## src/rtl/adc_spi_capture.sv

```systemverilog
// adc_spi_capture: periodic SPI master for a 12-bit AD7476-style ADC.
// Emits each captured word as a registered one-cycle sample/valid strobe.
module adc_spi_capture #(
  parameter int CLK_DIV       = 1,
  parameter int SAMPLE_PERIOD = 64,
  parameter int FRAME_BITS    = 16,
  parameter int DATA_W        = 12
) (
  input  logic              clk,
  input  logic              rst,
  input  logic              en,
  input  logic              P_SDATA,
  output logic              P_SCLK,
  output logic              P_nCS,
  output logic [DATA_W-1:0] sample,
  output logic              sample_valid,
  output logic              frame_err,
  output logic              busy
);

  localparam int PW = (SAMPLE_PERIOD > 1) ? $clog2(SAMPLE_PERIOD) : 1;
  localparam int HW = (CLK_DIV > 1) ? $clog2(CLK_DIV) : 1;
  localparam int BW = $clog2(FRAME_BITS + 1);

  typedef enum logic [2:0] {
    IDLE, SETUP, LOW, HIGH, DONE
  } state_t;

  state_t                  state_q, state_d;
  logic [PW-1:0]           per_q, per_d;
  logic [HW-1:0]           half_q, half_d;
  logic [BW-1:0]           bits_q, bits_d;
  logic                    sclk_q, sclk_d;
  logic                    ncs_q, ncs_d;
  logic                    busy_q, busy_d;
  logic [FRAME_BITS-1:0]   sr_q, sr_d, sr_nxt;
  logic [1:0]              pipe_q, pipe_d;
  logic [DATA_W-1:0]       smp_q, smp_d;
  logic                    err_q, err_d;
  logic                    vld_q, vld_d;
  logic                    meta_q, sync_q;
  logic                    half_end;

  // Shift strobe trails the rising edge by the synchroniser depth,
  // so the bit shifted in is the line value just before P_SCLK rose.
  assign sr_nxt = pipe_q[1] ? {sr_q[FRAME_BITS-2:0], sync_q} : sr_q;
  assign half_end = (half_q == HW'(CLK_DIV - 1));

  always_comb begin
    state_d = state_q;
    per_d   = '0;
    half_d  = half_q;
    bits_d  = bits_q;
    sclk_d  = sclk_q;
    ncs_d   = ncs_q;
    sr_d    = sr_nxt;
    pipe_d  = {pipe_q[0], 1'b0};
    smp_d   = smp_q;
    err_d   = err_q;
    vld_d   = 1'b0;
    if (en) begin
      if (per_q != PW'(SAMPLE_PERIOD - 1)) per_d = per_q + PW'(1);
    end
    unique case (state_q)
      IDLE: begin
        if (en && per_q == '0) begin
          ncs_d   = 1'b0;
          half_d  = '0;
          bits_d  = '0;
          state_d = SETUP;
        end
      end
      SETUP: begin
        if (half_end) begin
          sclk_d  = 1'b0;
          half_d  = '0;
          state_d = LOW;
        end else begin
          half_d = half_q + HW'(1);
        end
      end
      LOW: begin
        if (half_end) begin
          sclk_d    = 1'b1;
          half_d    = '0;
          bits_d    = bits_q + BW'(1);
          pipe_d[0] = 1'b1;
          state_d   = HIGH;
        end else begin
          half_d = half_q + HW'(1);
        end
      end
      HIGH: begin
        if (half_end) begin
          half_d = '0;
          if (bits_q < BW'(FRAME_BITS)) begin
            sclk_d  = 1'b0;
            state_d = LOW;
          end else begin
            ncs_d   = 1'b1;
            state_d = DONE;
          end
        end else begin
          half_d = half_q + HW'(1);
        end
      end
      DONE: begin
        vld_d   = 1'b1;
        smp_d   = sr_nxt[DATA_W-1:0];
        err_d   = |sr_nxt[FRAME_BITS-1:DATA_W];
        state_d = IDLE;
      end
      default: state_d = IDLE;
    endcase
    busy_d = ~ncs_d;
  end

  always_ff @(posedge clk) begin
    if (rst) begin
      state_q <= IDLE;
      per_q   <= '0;
      half_q  <= '0;
      bits_q  <= '0;
      sclk_q  <= 1'b1;
      ncs_q   <= 1'b1;
      busy_q  <= 1'b0;
      sr_q    <= '0;
      pipe_q  <= '0;
      smp_q   <= '0;
      err_q   <= 1'b0;
      vld_q   <= 1'b0;
      meta_q  <= 1'b0;
      sync_q  <= 1'b0;
    end else begin
      state_q <= state_d;
      per_q   <= per_d;
      half_q  <= half_d;
      bits_q  <= bits_d;
      sclk_q  <= sclk_d;
      ncs_q   <= ncs_d;
      busy_q  <= busy_d;
      sr_q    <= sr_d;
      pipe_q  <= pipe_d;
      smp_q   <= smp_d;
      err_q   <= err_d;
      vld_q   <= vld_d;
      meta_q  <= P_SDATA;
      sync_q  <= meta_q;
    end
  end

  assign P_SCLK       = sclk_q;
  assign P_nCS        = ncs_q;
  assign busy         = busy_q;
  assign sample       = smp_q;
  assign frame_err    = err_q;
  assign sample_valid = vld_q;

endmodule

```

## config.mk

```make
export PLATFORM = sky130hd
export DESIGN_NAME = adc_spi_capture
export DESIGN_NICKNAME = d
export VERILOG_FILES = /design/src/rtl/adc_spi_capture.sv
export SDC_FILE = /design/constraint.sdc
export NUM_CORES = 1
export LEC_CHECK = 0
export BUFFER_PORTS_ARGS = -buffer_cell sky130_fd_sc_hd__clkbuf_2
export CELL_PAD_IN_SITES_DETAIL_PLACEMENT = 1
export CELL_PAD_IN_SITES_GLOBAL_PLACEMENT = 1
export CORE_UTILIZATION = 30
export CTS_BUF_LIST = sky130_fd_sc_hd__clkbuf_4 sky130_fd_sc_hd__clkbuf_8 sky130_fd_sc_hd__clkbuf_16
export DETAILED_ROUTE_END_ITERATION = 6
export GPL_TIMING_DRIVEN = 0
export PLACE_DENSITY_LB_ADDON = 0.25
export SYNTH_ARGS = -nofsm -noshare
export SYNTH_HDL_FRONTEND = slang
export SYNTH_SLANG_ARGS = --single-unit
```

## constraint.sdc

```tcl
create_clock -name clk -period 2.5 [get_ports clk]
set_input_delay 0.625 -clock clk [delete_from_list [all_inputs] [get_ports clk]]
set_output_delay 0.625 -clock clk [all_outputs]
set_load 0.005 [all_outputs]
```

Yosys cells after proc, flatten, opt, wreduce, memory -nomap -nowiden. Index checks and enable logic that the tools add are counted.

Add/sub/neg operators: 3. Order comparisons: 1. Eq/ne operators: 10. Multiplexer cells: 24. Bitwise logic cells: 4. Reductions and logical operators: 14.

Operators with widths (count): $mux W16 (1); $mux W3 (5); $pmux W3 S4 (1); $mux W1 (11); $mux W5 (2); $ne A2 B2 Y1 const B (5); $pmux W5 S2 (1); $add A6 B1 Y6 const B (1); $eq A3 B2 Y1 const B (2); $logic_not A6 Y1 (1); $ne A6 B6 Y1 const B (1); $reduce_or A3 Y1 (2); $add A5 B1 Y5 const B (1); $lt A5 B5 Y1 const B (1); $reduce_and A5 Y1 (1); $not A1 Y1 (4); $pmux W1 S2 (2); $reduce_and A4 Y1 (1); $reduce_bool A2 Y1 (2); $reduce_or A4 Y1 (1); $eq A3 B1 Y1 const B (1); $eq A3 B3 Y1 const B (1); $logic_not A3 Y1 (1); $pmux W1 S3 (1); 6 further kinds (6).

Bits in registers: 52. Bits of input ports: 4. Output and inout bits: 17. Logic and storage cells: 71.

Longest topological paths before layout. Gate-level depths: netlist of the first run.

Depth after elaboration: 5. Gate-level depth with buffers: 5. Depth with buffers taken out: 5.

Least setup slack after synthesis of the first run. OpenSTA, ideal clock, no wires.

Path kind: register to register. Start point: reg per_q[2]. End point: reg with a tool-made name. Library setup time: 0.114 ns. Arrival time: 1.414 ns. Data required time: 2.386 ns. Slack: 0.972 ns. Cell stages (with the launch flop): 4. Path buffers: 0. Period minus slack after synthesis: 1.528 ns. Cells stage by stage: dfxtp_1 -> or4_4 -> or3_1 -> a21o_1.

RTL lines: from (decl) (RTL line 30) `logic [PW-1:0] per_q, per_d;`; from (signal assigned) (RTL line 136) `per_q <= per_d;`.

Worst setup path in the final report of the first run.
Start point: reg state_q[0]. End point: reg smp_q[4], in the netlist sample[4].

Word-level cells in the longest chain between the ends: 1.

Ends and longest elaborated chain: from (decl) (RTL line 29) `state_t state_q, state_d;`; from (signal assigned) (RTL line 135) `state_q <= state_d;`; $eq A3 B3 Y1 (RTL line 64) `unique case (state_q)`; to (signal assigned) (RTL line 144) `smp_q <= smp_d;`; to (decl) (RTL line 38) `logic [DATA_W-1:0] smp_q, smp_d;`.

No other way between the ends. A chain may end at the register's enable or synchronous reset.

==> impl_results.md, run 1 <==
- Final setup skew: about 14 ps
- Crit-path cells: buf_2 -> nor3b_2 -> clkbuf_1 -> a211oi_1
- Fillers: 696
- Inserted Clock Buffers: 5
- Final hold violation count: 0
- Die Y: 81.9 um
- Leakage power: 0.000792 uW
- Buffer count from post-CTS setup fixing: 0
- Via density: 4.75
- Synth Area in Simple Gates: approximately 18%
- Endpoint class of the critical path: flip-flop
- Rows: 28
- Initial antenna violation count: 0
- Clock Sink Count: 51
- Met2 WL: 1790 um
- Design area: 2210 um^2
- Setup Crit Path Kind: reg2reg
- Die ar.: 6710 um^2
- VDD IR max: 241 uV
- TritonCTS clock tree: yes
- Crit-path slowest cell: nor3b_2
- Starting Density: a little under a third
- # IOs: 21
- CP max stage delay: 550 ps
- Fraction of registers with async set/reset: 0%
- Die width: 81.9 um
- Post-synth EDFFs: 0
- Diode count: 0
- Status: finished, final reports clean
- Post-DP Area: 2110 um^2
- Post-synth top flop: dfxtp_1
- Synth Register Bits: 51
- CP Data Arrival Time: 1960 ps
- Cells after Synth: 192
- DPL Wire Length: roughly 2700 um
- Pwr Density: ~640 nW/um^2
- Required @ worst endpoint: between 2000 and 3000 ps
- P&R area growth vs syn: 15.3%
- Rel. slew slack: 57.7%
- Total global-route track usage: 13.2%
- M1 WL: 1830 um
- CP Launch Type: flip-flop
- CTS resizes: 0
- Initial DRC Count: 23
- CTS max path bufs: 2
- Synth Area in Compound Gates: 12.0%
- Layout cell share with drive strength beyond 1: 15.9%
- Crit Path Max Fanout: 10
- # hold bufs at CTS: 0
- H-tree depth: 2
- Max Cap Viol: 0
- Total wire length: 3820 um
- Final slew viol count: 0
- Tcrit/Tclk final: 71.9%
- Crit path time final: 1800 ps
- Largest net degree at the start of global routing: 17
- Synth Cell Area: 1920 um^2
- Uppermost layer routed: met4
- First-pass GRT wire length: roughly 6500 um
- Avg WL per Cell: 12.9 um
- Warning count from the yosys run: 0
- Syn_nets: 199
- Metal3 WL: 133 um
- Setup TNS: 0 ps
- Fmax: between 0.5 and 0.6 GHz
- Vias in the first global route: 1396
- Unrepaired setup endpoints after global routing: no
- Buffers on Ports: 20
- DRT antenna net count: 0
- GRT Residual Overflow: 0
- Mux contribution to synthesized area: 9.93%
- DRT Pass-1 Iters: 3
- DRC viols: 0
- Root Driver: clkbuf_8
- Worst min-delay path category: reg2reg
- Yosys cell types: 29
- CORE AREA: 6030 um^2
- Clk_lat worst skew: slightly above 300 ps
- Vias: around 1400
- Final setup violation count: 0
- Clock-pin slew on the worst setup and hold paths: 90 ps
- Nets: about 230
- Sequential share of the synthesized area: 53.3%
- XOR/XNOR share of the synthesized area: under 10%
- Avg Inst Size Synth: between 9 and 10 um^2
- Slew @ Worst Pin: 632 ps
- Largest family of logic cells by synthesized area: simple AND/OR/NAND/NOR gates
- GPL Wtd Cong: 0.721
- Synth Area in Adders: under 10%
==> cell usage in the layout (no fill, tap or decap), types with 5 or more instances in the layout <==
cell      synthesis  layout
clkbuf_2          0      20
nand2b_1          5       5
clkbuf_8          0       6
nand3_1           6       6
clkbuf_1          7       7
a211oi_1         12      12
dfxtp_1          51      51
mux2i_1          19      19
inv_1             8       8
nor2b_1           5       5
nor2_1           36      36
==> registers in the layout, indices dropped and copies added (netlist names), named ones only <==
name          cells
sync_q            1
sample           12
P_SCLK            1
sr_q             16
meta_q            1
pipe_q            2
bits_q            5
busy              1
frame_err         1
sample_valid      1
state_q           3
per_q             6
==> worst max-delay path: cells and delay by family, from the launching register on <==
kind                   cells  cell delay [ps]
buffers and inverters      2              650
AOI/OAI and AO/OA          1              140
DFF                        1              310
and+or+nand+nor            1              550
==> metal layers <==
metal,global-route usage [%],up-vias
li1,-,717
met2,21.9,17
met3,4.00,5
met1,15.7,663
met5,0,-
met4,5.26,0
==> final timing paths <==
check | slack [ps] | startpoint | depth (start not counted) | to
hold / removal | 450 | meta_q | 1 | sync_q
setup reg to reg | 700 | state_q[0] | 4 | sample[4]
setup / recovery | 700 | state_q[0] | 4 | sample[4]
hold reg to reg | 450 | meta_q | 1 | sync_q
==> cell usage after synthesis (2+ instances only) <==
master	n	share of area [%]
mux2i_1	19	9.9
nor4b_1	2	0.91
nand3_1	6	1.6
a211oi_1	12	4.7
clkbuf_1	7	1.4
nor2b_1	5	1.6
nor3_1	4	1.0
xor2_1	2	0.91
buf_2	4	1.0
o21ai_0	3	0.78
nor2_1	36	7.1
or3_1	3	0.98
o32ai_1	4	1.8
dfxtp_1	51	53
o21bai_1	2	0.78
ha_1	3	2.0
nand2b_1	5	1.6
nand2_1	3	0.59
inv_1	8	1.6
a21oi_1	4	1.0
==> logic make-up after synthesis <==
group	count (synthesis)
muxes	19
AOI/OAI and AO/OA	29
xor gates and xnor gates	3
buffers and inverters	19
and+or+nand+nor	68
DFF	51
adders and majority gates	3
==> stage by stage <==
stage	setup slack [ps]	util (%)	cells	total power [uW]	hold slack (ps)
CTS	645	36.6	295	1450	455
floorplan	972	-	192	910	414
finish	702	36.6	295	1420	447
detailed placement	651	35.0	287	937	430
global placement	647	35.0	287	936	418
global route	501	36.6	295	1500	472
==> report_power, final <==
group,switching (uW),internal (uW)
Combinational,46.3,32.7
Sequential,9.93,826
Clock,276,226
Total,332,1090
==> layout make-up <==
type / instances / area (um^2) / share of cell area (%)
buffer: 11 / 46.3 / 2.10
clock buffer: 6 / 82.6 / 3.74
timing repair buffer: 20 / 100 / 4.53
clock inverter: 2 / 16.3 / 0.737
inverter: 8 / 30.0 / 1.36
sequential: 51 / 1020 / 46.2
tap: 75 / 93.8 / 4.25
multi-input combinational: 122 / 818 / 37.1
No activity file was read; power rests on OpenSTA's default activity.
==> run 2: changes to the inputs <==
==> constraint.sdc (replaced) <==
create_clock -name clk -period 1.45 [get_ports clk]
set_input_delay 0.3625 -clock clk [delete_from_list [all_inputs] [get_ports clk]]
set_output_delay 0.3625 -clock clk [all_outputs]
set_load 0.005 [all_outputs]
==> run 2 against run 1 <==
  * The flow now finishes with violations (negative setup slack)
  * Cell count is 1.7% higher
  * Die area unchanged
  * Final area increased by 4.8%
  * Critical path depth is 1 lower
  * Count of clock-buffer cells in the layout is the same
  * Setup slack lost 740 ps
==> impl_results.md, run 2 (synthesis results as in run 1) <==
- Required @ worst endpoint: 1650 ps
- P&R area growth vs syn: 20.8%
- Crit Path Max Fanout: 2
- Die width: between 80 and 90 um
- Die ar.: between 6000 and 7000 um^2
- Final setup violation count: 3
- Tcrit/Tclk final: 103%
- Slew @ Worst Pin: 534 ps
- Failing checks: negative setup slack
- # IOs: 21
- DRT Pass-1 Iters: 4
- Commonest non-fill, non-tap cell in the layout: dfxtp_1
- Leakage power: 0.000847 uW
- Via density: 4.67
- Starting Density: 31.8%
- # hold bufs at CTS: 0
- Die Y: 81.9 um
- GPL Wtd Cong: 0.718
- Largest net degree at the start of global routing: 18
- CTS max path bufs: 2
- Final hold violation count: 0
- Fillers: about 700
- Hold WS: 295 ps
- Multi-input logic area: 848 um^2
- Total global-route track usage: 12.9%
- Post-Place Cells: 287
- Min setup slack post-route: -42.6 ps
- Setup Crit Path Kind: reg2reg
- Clk_lat worst skew: 300 ps
- Clock Sink Count: 51
- Root Driver: clkbuf_8
- Unrepaired setup endpoints after global routing: yes
- Clock-pin slew on the worst setup and hold paths: 80 ps
- CP Data Arrival Time: about 1700 ps
- Total wire length: 3870 um
- DRT antenna net count: 0
- Fmax: about 0.67 GHz
- H-tree depth: 2
- Pre-CTS setup slack: -315 ps
- Vias in the first global route: 1329
- GRT Residual Overflow: 0
- First-pass GRT wire length: 6490 um
- Worst min-delay path category: in2reg
- DPL Wire Length: 2680 um
- Initial antenna violation count: 0
- Setup TNS: -58.1 ps
- Pwr Density: 1130 nW/um^2
- Rel. slew slack: 64.4%
- VDD IR max: about 470 uV
- CP Launch Type: flip-flop
- Reg with most FFs: sr_q
- Endpoint class of the critical path: flip-flop
- Inserted Clock Buffers: 5
- Status: finished with violations
- Vias: 1402
- Post-layout util: 38.4%
- Buffers on Ports: 20
- Nets: around 230
- Crit path time final: about 1500 ps
- Rows: 28
- Non-filler cells, final: 300
- Avg WL per Cell: ~13 um
- Max FFs per register: 16
- Final setup skew: a little under 6 ps
- Reg area: 1020 um^2
- Final slew viol count: 0
- Initial DRC Count: 55
- CORE AREA: approximately 6000 um^2
- Max Cap Viol: 0
- DRC viols: 0
- TritonCTS clock tree: yes
- Commonest cells after routing, fill and taps aside: 49 x dfxtp_1, 36 x nor2_1, 20 x clkbuf_2, 19 x mux2i_1, 11 x a211oi_1
- Diode count: 0
- Layout cell share with drive strength beyond 1: between 20% and 30%
run 2: critical path, cell delays in order (launching register included):
cell and delay, ps:
dfxtp_2 330, or4_4 540, or3_4 370, a21o_1 160
run 2: worst paths after layout:
| kind | from | to | slack [ps] | cells past startpoint |
|---|---|---|---|---|
| worst max register to register | per_q[5] | flip-flop | -40 | 3 |
| worst min register to register | meta_q | sync_q | 450 | 1 |
| worst min-delay path | P_SDATA | meta_q | 290 | 2 |
| worst max-delay path | per_q[5] | flip-flop | -40 | 3 |
run 2: routing by layer:
| metal | track usage, % | vias up | part of all wire (%) |
|---|---|---|---|
| li1 | - | 727 | - |
| met1 | 17.1 | 657 | 50 |
| met2 | 19.3 | 16 | 46 |
| met3 | 3.67 | 2 | 2.9 |
| met4 | 5.79 | 0 | 1.1 |
| met5 | 0 | - | 0 |
run 2: layout make-up:
type	count	share of cell area [%]
Clock inverter	2	1.51
Multi-Input combinational cell	122	36.7
Buffer	10	2.22
Inverter	8	1.30
Timing Repair Buffer	26	6.44
Tap cell	75	4.06
Sequential cell	51	44.2
Clock buffer	6	3.57
run 2: per-stage QoR:
stage,instance area [um^2],power [uW]
after detailed placement,2110,1610
after global routing,2310,2740
final,2310,2610
after CTS,2280,2660
after global placement,2110,1610
after floorplan,1920,1570
run 2: report_power, final:
part / switching, uW / total [uW] / leakage (uW) / internal, uW
Combinational: 86.3 / 156 / 0.000372 / 70.1
Sequential: 18.5 / 1440 / 0.000414 / 1420
Clock: 454 / 1010 / 0.0000612 / 559
Total: 559 / 2610 / 0.000847 / 2050
run 2: repair_timing:
action | in CTS | in global routing
pin swaps | 2 | 2
gates resized for setup | 7 | 11
buffers inserted | 6 | 0
gates cloned | 0 | 0
setup endpoints to repair | 22 | 19
==> run 3: changes to the inputs <==
--- a/config.mk
+++ b/config.mk
@@ -12,7 +12,7 @@
 export CTS_BUF_LIST = sky130_fd_sc_hd__clkbuf_4 sky130_fd_sc_hd__clkbuf_8 sky130_fd_sc_hd__clkbuf_16
 export DETAILED_ROUTE_END_ITERATION = 6
 export GPL_TIMING_DRIVEN = 0
-export PLACE_DENSITY_LB_ADDON = 0.25
+export PLACE_DENSITY = 0.58
 export SYNTH_ARGS = -nofsm -noshare
 export SYNTH_HDL_FRONTEND = slang
 export SYNTH_SLANG_ARGS = --single-unit
==> run 3 against run 2 <==
  * Non-clock buffer count up 2
  * Critical path type unchanged
  * Power up 0.14%
  * Utilization about the same
  * Largest power group unchanged
  * The run still ends with negative setup slack left
==> impl_results.md, run 3 (synthesis results as in run 1) <==
- Fillers: 717
- Pwr Density: 1130 nW/um^2
- Clock-pin slew on the worst setup and hold paths: roughly 90 ps
- Seq pwr share: 55.2%
- Initial DRC Count: 50
- Logic pwr share: under 10%
- Initial antenna violation count: 0
- GPL Wtd Cong: around 0.71
- Die Y: 81.9 um
- Total wire length: 4020 um
- Commonest non-fill, non-tap cell in the layout: dfxtp_1
- Worst min-delay path category: in2reg
- Final setup skew: 15.3 ps
- TritonCTS clock tree: yes
- # hold bufs at CTS: 0
- Status: finished with violations
- Die width: 81.9 um
- Pint: roughly 2000 uW
- # IOs: 21
- DRC viols: 0
- Final setup violation count: 8
- Required @ worst endpoint: 1620 ps
- Endpoint class of the critical path: flip-flop
- Rel. slew slack: a little over three fifths
- Layout cell share with drive strength beyond 1: 22.5%
- Max FFs per register: 16
- Switching share of power: 23.0%
- Root Driver: clkbuf_8
- Max Cap Viol: 0
- GRT Residual Overflow: 0
- VDD IR max: about 470 uV
- DRT Pass-1 Iters: 4
- Net Switching: ~600 uW
- DPL Wire Length: roughly 2800 um
- Post-Place Cells: 287
- Starting Density: 31.8%
- Hold WS: 278 ps
- Vias in the first global route: 1409
- CTS max path bufs: 2
- CP Launch Type: flip-flop
- H-tree depth: 2
- Total power: roughly 2600 uW
- Leakage power: about 0.00085 uW
- P&R area growth vs syn: 20.9%
- Non-filler cells, final: 302
- Commonest cells after routing, fill and taps aside: 48 x dfxtp_1, 36 x nor2_1, 21 x clkbuf_2, 19 x mux2i_1, 12 x a211oi_1
- CP Data Arrival Time: 1700 ps
- Clk_lat worst skew: roughly 310 ps
- Unrepaired setup endpoints after global routing: yes
- Min setup slack post-route: -81.6 ps
- Setup TNS: -432 ps
- DRT antenna net count: 0
- Total global-route track usage: 13.6%
- Crit path time final: 1530 ps
- Vias: 1432
- First-pass GRT wire length: ~7000 um
- Setup Crit Path Kind: reg2reg
- Nets: 233
- Inserted Clock Buffers: 5
- Final hold violation count: 0
- Die ar.: ~6700 um^2
- Clock Sink Count: approximately 50
- Clock power share: 38.7%
- Final slew viol count: 0
- Reg with most FFs: sr_q
- CORE AREA: 6030 um^2
- Crit Path Max Fanout: 5
- Fmax: 0.653 GHz
- Pre-CTS setup slack: -362 ps
- Via density: 4.74
- Tcrit/Tclk final: 106%
- Failing checks: negative setup slack
- Buffers on Ports: 20
- Slew @ Worst Pin: 559 ps
- Diode count: 0
- Avg WL per Cell: 13.3 um
- Rows: 28
- Largest net degree at the start of global routing: 18
run 3: cell types whose count changed in the layout (fill, tap and decap cells not counted), sizes merged:
cell | before | now
clkbuf | 32 | 31
buf | 10 | 12
clkinvlp | 0 | 1
inv | 8 | 9
clkinv | 1 | 0
run 3: path summary, 6_finish.rpt:
| kind | start | endpoint | slack, ps | cells after the start |
|---|---|---|---|---|
| setup / recovery | per_q[3] | bits_q[3] | -80 | 4 |
| hold / removal | P_SDATA | meta_q | 280 | 2 |
| hold reg to reg | meta_q | sync_q | 450 | 1 |
| setup reg to reg | per_q[3] | bits_q[3] | -80 | 4 |
run 3: layer usage:
metal  GRT usage (%)  routed length [um]  up-vias
li1                -                   -      730
met1            18.6                2060      683
met2            20.3                1800       15
met3            3.22                 114        4
met4            5.79                  43        0
met5               0                   0        -
run 3: critical path: stages (launching register included):
cell and delay (ps):
dfxtp_2 330, or4_4 550, o41ai_4 240, buf_4 200, o32ai_2 80
run 3: cell type report:
type,instances,area (um^2),share of cell area [%]
plain buffers,11,53.8,2.32
clock buffers,5,68.8,2.97
clock inverters,3,46.3,2.00
inverters,8,30.0,1.30
multi-input cells,122,846,36.5
flip-flops and latches,51,1020,44.2
well taps,75,93.8,4.05
repair buffers,27,153,6.59
run 3: power groups by stage:
stage,sequential (uW),clock [uW],combinational [uW]
2_1_floorplan,1470,0,98.0
3_3_place_gp,1470,0,141
3_5_place_dp,1470,0,141
4_1_cts,1440,1050,157
5_1_grt,1450,1110,178
6_report,1440,1010,160
run 3: metrics by stage:
stage	instance area, um^2	util [%]
6_report	2320	38.4
5_1_grt	2320	38.4
4_1_cts	2300	38.2
3_5_place_dp	2110	35.0
3_3_place_gp	2110	35.0
2_1_floorplan	1920	-
run 3: timing repair:
| item | in CTS | in global routing |
|---|---|---|
| buffers inserted | 7 | 0 |
| hold endpoints to repair | 0 | 0 |
| resized for setup | 9 | 7 |
| endpoints found under the setup margin | 22 | 17 |
| pin swaps | 3 | 2 |
